$ cat src/rtl/ascii_hex_tokenizer_if.sv
// Handshake bundle between the stdin byte stream, the tokenizer and the token consumer.
// The tokenizer uses the slave view; the byte source / token sink side uses the master view.
interface ascii_hex_tokenizer_if #(
  parameter int WIDTH = 32
);
  logic             in_valid;
  logic [7:0]       in_data;
  logic             in_eof;
  logic             in_ready;
  logic             tok_valid;
  logic [WIDTH-1:0] tok_data;
  logic             tok_err;
  logic             tok_ready;
  logic [15:0]      tok_count;
  logic             done;

  modport master (
    output in_valid, in_data, in_eof, tok_ready,
    input  in_ready, tok_valid, tok_data, tok_err, tok_count, done
  );

  modport slave (
    input  in_valid, in_data, in_eof, tok_ready,
    output in_ready, tok_valid, tok_data, tok_err, tok_count, done
  );
endinterface

$ cat src/rtl/ascii_hex_tokenizer.sv
// Splits a whitespace-delimited ASCII byte stream into WIDTH-bit hex tokens.
// Malformed words (bad characters or too many digits) become error tokens with zero data.
module ascii_hex_tokenizer #(
  parameter int WIDTH      = 32,
  parameter int MAX_DIGITS = 8
) (
  input logic                 CLK,
  input logic                 RST,
  ascii_hex_tokenizer_if.slave bus
);

  if ((WIDTH % 4) != 0 || (MAX_DIGITS * 4) > WIDTH) begin : g_bad_params
    $error("ascii_hex_tokenizer: WIDTH must be a multiple of 4 and hold MAX_DIGITS nibbles");
  end

  localparam int CW = $clog2(MAX_DIGITS + 1);

  typedef enum logic [2:0] {
    S_IDLE,
    S_ACCUM,
    S_ERRSKIP,
    S_EMIT,
    S_EMIT_LAST,
    S_DONE
  } state_e;

  state_e           state_q, state_d;
  logic [WIDTH-1:0] acc_q, acc_d;
  logic [CW-1:0]    cnt_q, cnt_d;
  logic [WIDTH-1:0] tok_data_q, tok_data_d;
  logic             tok_err_q, tok_err_d;
  logic [15:0]      tok_count_q, tok_count_d;

  logic       emitting;
  logic       accept;
  logic       is_digit;
  logic       is_delim;
  logic [3:0] nibble;

  // Byte classification; letters map through their low nibble (A/a = x1 -> 10).
  always_comb begin
    is_digit = 1'b0;
    nibble   = 4'd0;
    if (bus.in_data >= 8'h30 && bus.in_data <= 8'h39) begin
      is_digit = 1'b1;
      nibble   = bus.in_data[3:0];
    end else if ((bus.in_data >= 8'h41 && bus.in_data <= 8'h46) ||
                 (bus.in_data >= 8'h61 && bus.in_data <= 8'h66)) begin
      is_digit = 1'b1;
      nibble   = bus.in_data[3:0] + 4'd9;
    end
    is_delim = (bus.in_data == 8'h20) || (bus.in_data == 8'h09) ||
               (bus.in_data == 8'h0A) || (bus.in_data == 8'h0D);
  end

  assign emitting = (state_q == S_EMIT) || (state_q == S_EMIT_LAST);
  assign accept   = bus.in_valid && !emitting;

  // NOTE: every always_comb target gets its default first, so no path can infer a latch.
  always_comb begin
    state_d     = state_q;
    acc_d       = acc_q;
    cnt_d       = cnt_q;
    tok_data_d  = tok_data_q;
    tok_err_d   = tok_err_q;
    tok_count_d = tok_count_q;

    unique case (state_q)
      S_IDLE: begin
        if (accept) begin
          if (bus.in_eof) begin
            state_d = S_DONE;
          end else if (is_digit) begin
            acc_d   = WIDTH'(nibble);
            cnt_d   = CW'(1);
            state_d = S_ACCUM;
          end else if (!is_delim) begin
            state_d = S_ERRSKIP;
          end
        end
      end

      S_ACCUM: begin
        if (accept) begin
          if (bus.in_eof || is_delim) begin
            tok_data_d = acc_q;
            tok_err_d  = 1'b0;
            state_d    = bus.in_eof ? S_EMIT_LAST : S_EMIT;
          end else if (is_digit && cnt_q != CW'(MAX_DIGITS)) begin
            acc_d = {acc_q[WIDTH-5:0], nibble};
            cnt_d = cnt_q + 1'b1;
          end else begin
            state_d = S_ERRSKIP;
          end
        end
      end

      S_ERRSKIP: begin
        if (accept && (bus.in_eof || is_delim)) begin
          tok_data_d = '0;
          tok_err_d  = 1'b1;
          state_d    = bus.in_eof ? S_EMIT_LAST : S_EMIT;
        end
      end

      S_EMIT, S_EMIT_LAST: begin
        if (bus.tok_ready) begin
          tok_count_d = tok_count_q + 16'd1;
          acc_d       = '0;
          cnt_d       = '0;
          state_d     = (state_q == S_EMIT_LAST) ? S_DONE : S_IDLE;
        end
      end

      S_DONE: ;

      default: state_d = S_IDLE;
    endcase
  end

  // NOTE: sequential state uses non-blocking assignments so every register samples pre-edge values.
  always_ff @(posedge CLK or posedge RST) begin
    if (RST) begin
      state_q     <= S_IDLE;
      acc_q       <= '0;
      cnt_q       <= '0;
      tok_data_q  <= '0;
      tok_err_q   <= 1'b0;
      tok_count_q <= '0;
    end else begin
      state_q     <= state_d;
      acc_q       <= acc_d;
      cnt_q       <= cnt_d;
      tok_data_q  <= tok_data_d;
      tok_err_q   <= tok_err_d;
      tok_count_q <= tok_count_d;
    end
  end

  // Token output is unbuffered: input stalls for as long as a token waits.
  assign bus.in_ready  = !emitting;
  assign bus.tok_valid = emitting;
  assign bus.tok_data  = tok_data_q;
  assign bus.tok_err   = tok_err_q;
  assign bus.tok_count = tok_count_q;
  assign bus.done      = (state_q == S_DONE);

endmodule

$ cat src/flat_wrapper.sv
// flat-port wrapper written by rule: the top's interface ports become plain ports
module ascii_hex_tokenizer_flat 
#(
  parameter int WIDTH      = 32,
  parameter int MAX_DIGITS = 8
)
  (CLK, RST, bus_in_valid, bus_in_data, bus_in_eof, bus_tok_ready, bus_in_ready, bus_tok_valid, bus_tok_data, bus_tok_err, bus_tok_count, bus_done);
  ascii_hex_tokenizer_if #(.WIDTH(WIDTH)) bus_i ();
  input logic CLK;
  input logic RST;
  input wire logic [$bits(bus_i.in_valid)-1:0] bus_in_valid;
  input wire logic [$bits(bus_i.in_data)-1:0] bus_in_data;
  input wire logic [$bits(bus_i.in_eof)-1:0] bus_in_eof;
  input wire logic [$bits(bus_i.tok_ready)-1:0] bus_tok_ready;
  output wire logic [$bits(bus_i.in_ready)-1:0] bus_in_ready;
  output wire logic [$bits(bus_i.tok_valid)-1:0] bus_tok_valid;
  output wire logic [$bits(bus_i.tok_data)-1:0] bus_tok_data;
  output wire logic [$bits(bus_i.tok_err)-1:0] bus_tok_err;
  output wire logic [$bits(bus_i.tok_count)-1:0] bus_tok_count;
  output wire logic [$bits(bus_i.done)-1:0] bus_done;
  assign bus_i.in_valid = bus_in_valid;
  assign bus_i.in_data = bus_in_data;
  assign bus_i.in_eof = bus_in_eof;
  assign bus_i.tok_ready = bus_tok_ready;
  assign bus_in_ready = bus_i.in_ready;
  assign bus_tok_valid = bus_i.tok_valid;
  assign bus_tok_data = bus_i.tok_data;
  assign bus_tok_err = bus_i.tok_err;
  assign bus_tok_count = bus_i.tok_count;
  assign bus_done = bus_i.done;
  ascii_hex_tokenizer #(.WIDTH(WIDTH), .MAX_DIGITS(MAX_DIGITS)) u_core (.CLK(CLK), .RST(RST), .bus(bus_i));
endmodule
$ cat config.mk
export PLATFORM = sky130hd
export DESIGN_NAME = ascii_hex_tokenizer_flat
export DESIGN_NICKNAME = d
export VERILOG_FILES = /design/src/rtl/ascii_hex_tokenizer_if.sv /design/src/rtl/ascii_hex_tokenizer.sv /design/src/flat_wrapper.sv
export SDC_FILE = /design/constraint.sdc
export NUM_CORES = 1
export LEC_CHECK = 0
export ABC_AREA = 1
export CORE_UTILIZATION = 30
export DETAILED_ROUTE_END_ITERATION = 12
export MAX_ROUTING_LAYER = met4
export PLACE_DENSITY = 0.54
export SLEW_MARGIN = 20
export SYNTH_ARGS = -nofsm -noshare
export SYNTH_HDL_FRONTEND = slang
export SYNTH_SLANG_ARGS = --single-unit
export TNS_END_PERCENT = 5
$ cat constraint.sdc
create_clock -name CLK -period 5.45 [get_ports CLK]
set_clock_uncertainty 0.05 [all_clocks]
set_input_delay 0.545 -clock CLK [delete_from_list [all_inputs] [get_ports CLK]]
set_output_delay 0.545 -clock CLK [all_outputs]
set_load 0.02 [all_outputs]
==> impl_metrics.json <==
{
  "p_per_area_mw_per_mm2": 392,
  "drt_iter0_drc": 199,
  "place_area_sq_mm": 0.00537,
  "grt_overflow": 0,
  "hpwl_um": 6500,
  "antenna_found_initial": 0,
  "synth-seq-cells": 88,
  "clk_pin_slew_ns": 0.06,
  "timing.rr.start": "u_core.state_q[2]",
  "setup_ws_ns": 2.60,
  "hold_depth": 2,
  "syn_nets": 567,
  "dp.cells": 781,
  "critPathArrivalTime_ns": 2.98,
  "grt_first_pass_wirelength_um": 15800,
  "cpPeakStageDelay_ns": 0.63,
  "synth_edf_count": 0,
  "wl_met2_um": 4390,
  "rsz0062_at_grt": "false",
  "synthCells": 547,
  "hold_end": "u_core.bus.tok_data[28]",
  "antenna_left": 0,
  "track_usage": 0.126,
  "utilization": 0.372,
  "reg2reg_slack_ns": 3.15,
  "maxCapViolations": 0,
  "die_h_um": 127,
  "post-place-ws_ns": 2.28,
  "cp-start-kind": "input pin",
  "cts.repair.resized": 0,
  "start_util": 0.307,
  "htree_num_levels": 3,
  "avgViaCountPerCell": 4.52,
  "hold_ws_ns": 0.431,
  "finalCritPeriodShare": 0.523,
  "n_fill_cell": 1550,
  "ctsHoldBuffers": 0,
  "dr.pass1.iters": 4,
  "syn2layout_area_growth_pct": 21.4,
  "hold_class": "reg -> reg",
  "ios": 65,
  "cp_cell_sequence": "clkdlybuf4s50_1 -> inv_1 -> ha_1 -> nand3b_1 -> nand3_1 -> nand2_2 -> nand2_1 -> nand2_1 -> nand2_2 -> nor2_4 -> buf_4 -> o21ai_0",
  "gp_congestion": 0.822,
  "synth_top_cell_area_share": 0.472,
  "ys_seq_area_frac": 0.472,
  "slew_headroom": 0.290,
  "synth_flop_cell": "dfrtp_1",
  "setup_viol": 0,
  "leakage_nw": 2.51,
  "coreArea_sq_mm": 0.0152,
  "diodes": 0,
  "path_class": "in -> reg",
  "grt_pass1_vias": 3372,
  "drc_errors": 0,
  "cts_buffers": 9,
  "critPathRequiredTime_ns": 5.58,
  "cts_sinks": 88,
  "wl_um": 9420,
  "status": "finished clean",
  "endpoint_kind": "flop",
  "port_buffers": 64,
  "async_flop_share": 1.00,
  "wl_met3_um": 335,
  "yosys_warnings": 0,
  "top_layer_used": "met4",
  "wl_met1_um": 4550,
  "clock-root-buffer": "clkbuf_16",
  "nets": 624,
  "hold_violations": 0,
  "max-clock-path-buffers": 2,
  "startpoint": "bus_in_data[0]",
  "r2r_end": "u_core.acc_q[20]",
  "avgSynthCellArea_sq_um": 8.52,
  "layout-drive-gt1-share": 0.161,
  "design_area_sq_mm": 0.00566,
  "synth_most_common_cell": "nand2_1",
  "fin_cells": 797,
  "synth_cell_type_count": 38,
  "fin_crit_ns": 2.85,
  "max_slew.worst_pin.slew_ns": 1.06,
  "synth_top_cells_by_count": "135 x nand2_1, 88 x dfrtp_1, 64 x inv_1",
  "fin_total_pwr_mw": 2.22,
  "die_w_um": 127,
  "cts_setup_buffers": 0,
  "tns_ns": 0,
  "yosys.area.top_type": "dfrtp_1",
  "cts_tree": "yes",
  "dieArea_sq_mm": 0.0160,
  "rows": 45,
  "drv_slew": 0,
  "worstPathMaxFanout": 67,
  "fmax_mhz": 351,
  "worstHoldStart": "u_core.bus.tok_data[28]",
  "cpMaxStageDelayCell": "buf_4",
  "irDropWorstVdd_uv": 220,
  "num_vias": 3604,
  "post_drt_wl_per_cell_um": 11.8,
  "synth_area_sq_mm": 0.00466,
  "synth_area_leaders": "dfrtp_1 47%, nand2_1 11%, o21ai_2 6.2%, inv_1 5.2%, nor2_1 3.9%",
  "grt_max_degree": 70,
  "clk_latency_ns": 0.33,
  "ff2ff_path_depth": 6
}
[cells in the final DEF (no fill, tap or decap), drive strengths merged]
master         netlist  final
a21boi               1      1
a21oi                7      7
buf                 12      3
clkbuf               9     11
clkdlybuf4s50        0     64
clkinv               1      5
clkinvlp             0      1
dfrtp               88     88
ha                   7      7
inv                 68     68
nand2              162    162
nand3               24     24
nand3b               1      1
nand4               10     10
nor2                55     55
nor3                 7      7
nor4                 1      1
o21ai               78     78
o21bai               1      1
o31a                 1      1
xnor2                3      3
xor2                11     11
[per-layer routing]
layer | global-route usage | up-vias
met5 | - | -
met4 | 0.0411 | 0
met3 | 0.0278 | 12
met2 | 0.196 | 65
met1 | 0.162 | 1686
li1 | - | 1841
[area by class of cell]
type / count / area (sq um) / share of cell area
multi-input combinational: 369 / 2010 / 0.355
clock inverter: 5 / 41.3 / 0.00730
timing repair buffer: 67 / 663 / 0.117
inverter: 69 / 264 / 0.0467
tap: 188 / 235 / 0.0416
clock buffer: 11 / 243 / 0.0429
sequential: 88 / 2200 / 0.389
[critical path: cells and delay by family]
| family | cells | cell delay [ns] |
|---|---|---|
| compound gates | 1 | 0.17 |
| simple gates | 7 | 0.65 |
| fa+ha+maj | 1 | 0.24 |
| buf+inv | 3 | 1.31 |
[worst max-delay path by stage]
stage / to / slack [ns] / cells past startpoint
floorplan: u_core.acc_q[0] / 2.58 / 1
global placement: u_core.acc_q[20] / 2.39 / 14
detailed placement: u_core.acc_q[20] / 2.28 / 12
CTS: u_core.acc_q[20] / 2.64 / 12
global route: u_core.acc_q[25] / 2.34 / 15
finish: u_core.acc_q[20] / 2.60 / 12
[power by group]
part           switching, mW  internal, mW
logic                  0.545         0.268
registers             0.0903         0.729
clock network          0.259         0.326
[kinds of logic after synthesis]
logic type | Yosys count | share of synthesized area
xor+xnor | 14 | 0.0263
fa+ha+maj | 7 | 0.0188
buf+inv | 90 | 0.0964
simple gates | 260 | 0.263
flops | 88 | 0.472
compound gates | 88 | 0.123
[sequential cells by signal, indices dropped and copies added (netlist names)]
register              flops
u_core.bus.tok_count     16
u_core.bus.tok_err        1
u_core.bus.tok_data      32
u_core.acc_q             32
u_core.state_q            3
u_core.cnt_q              4
Power figures use the tool's default switching activity.
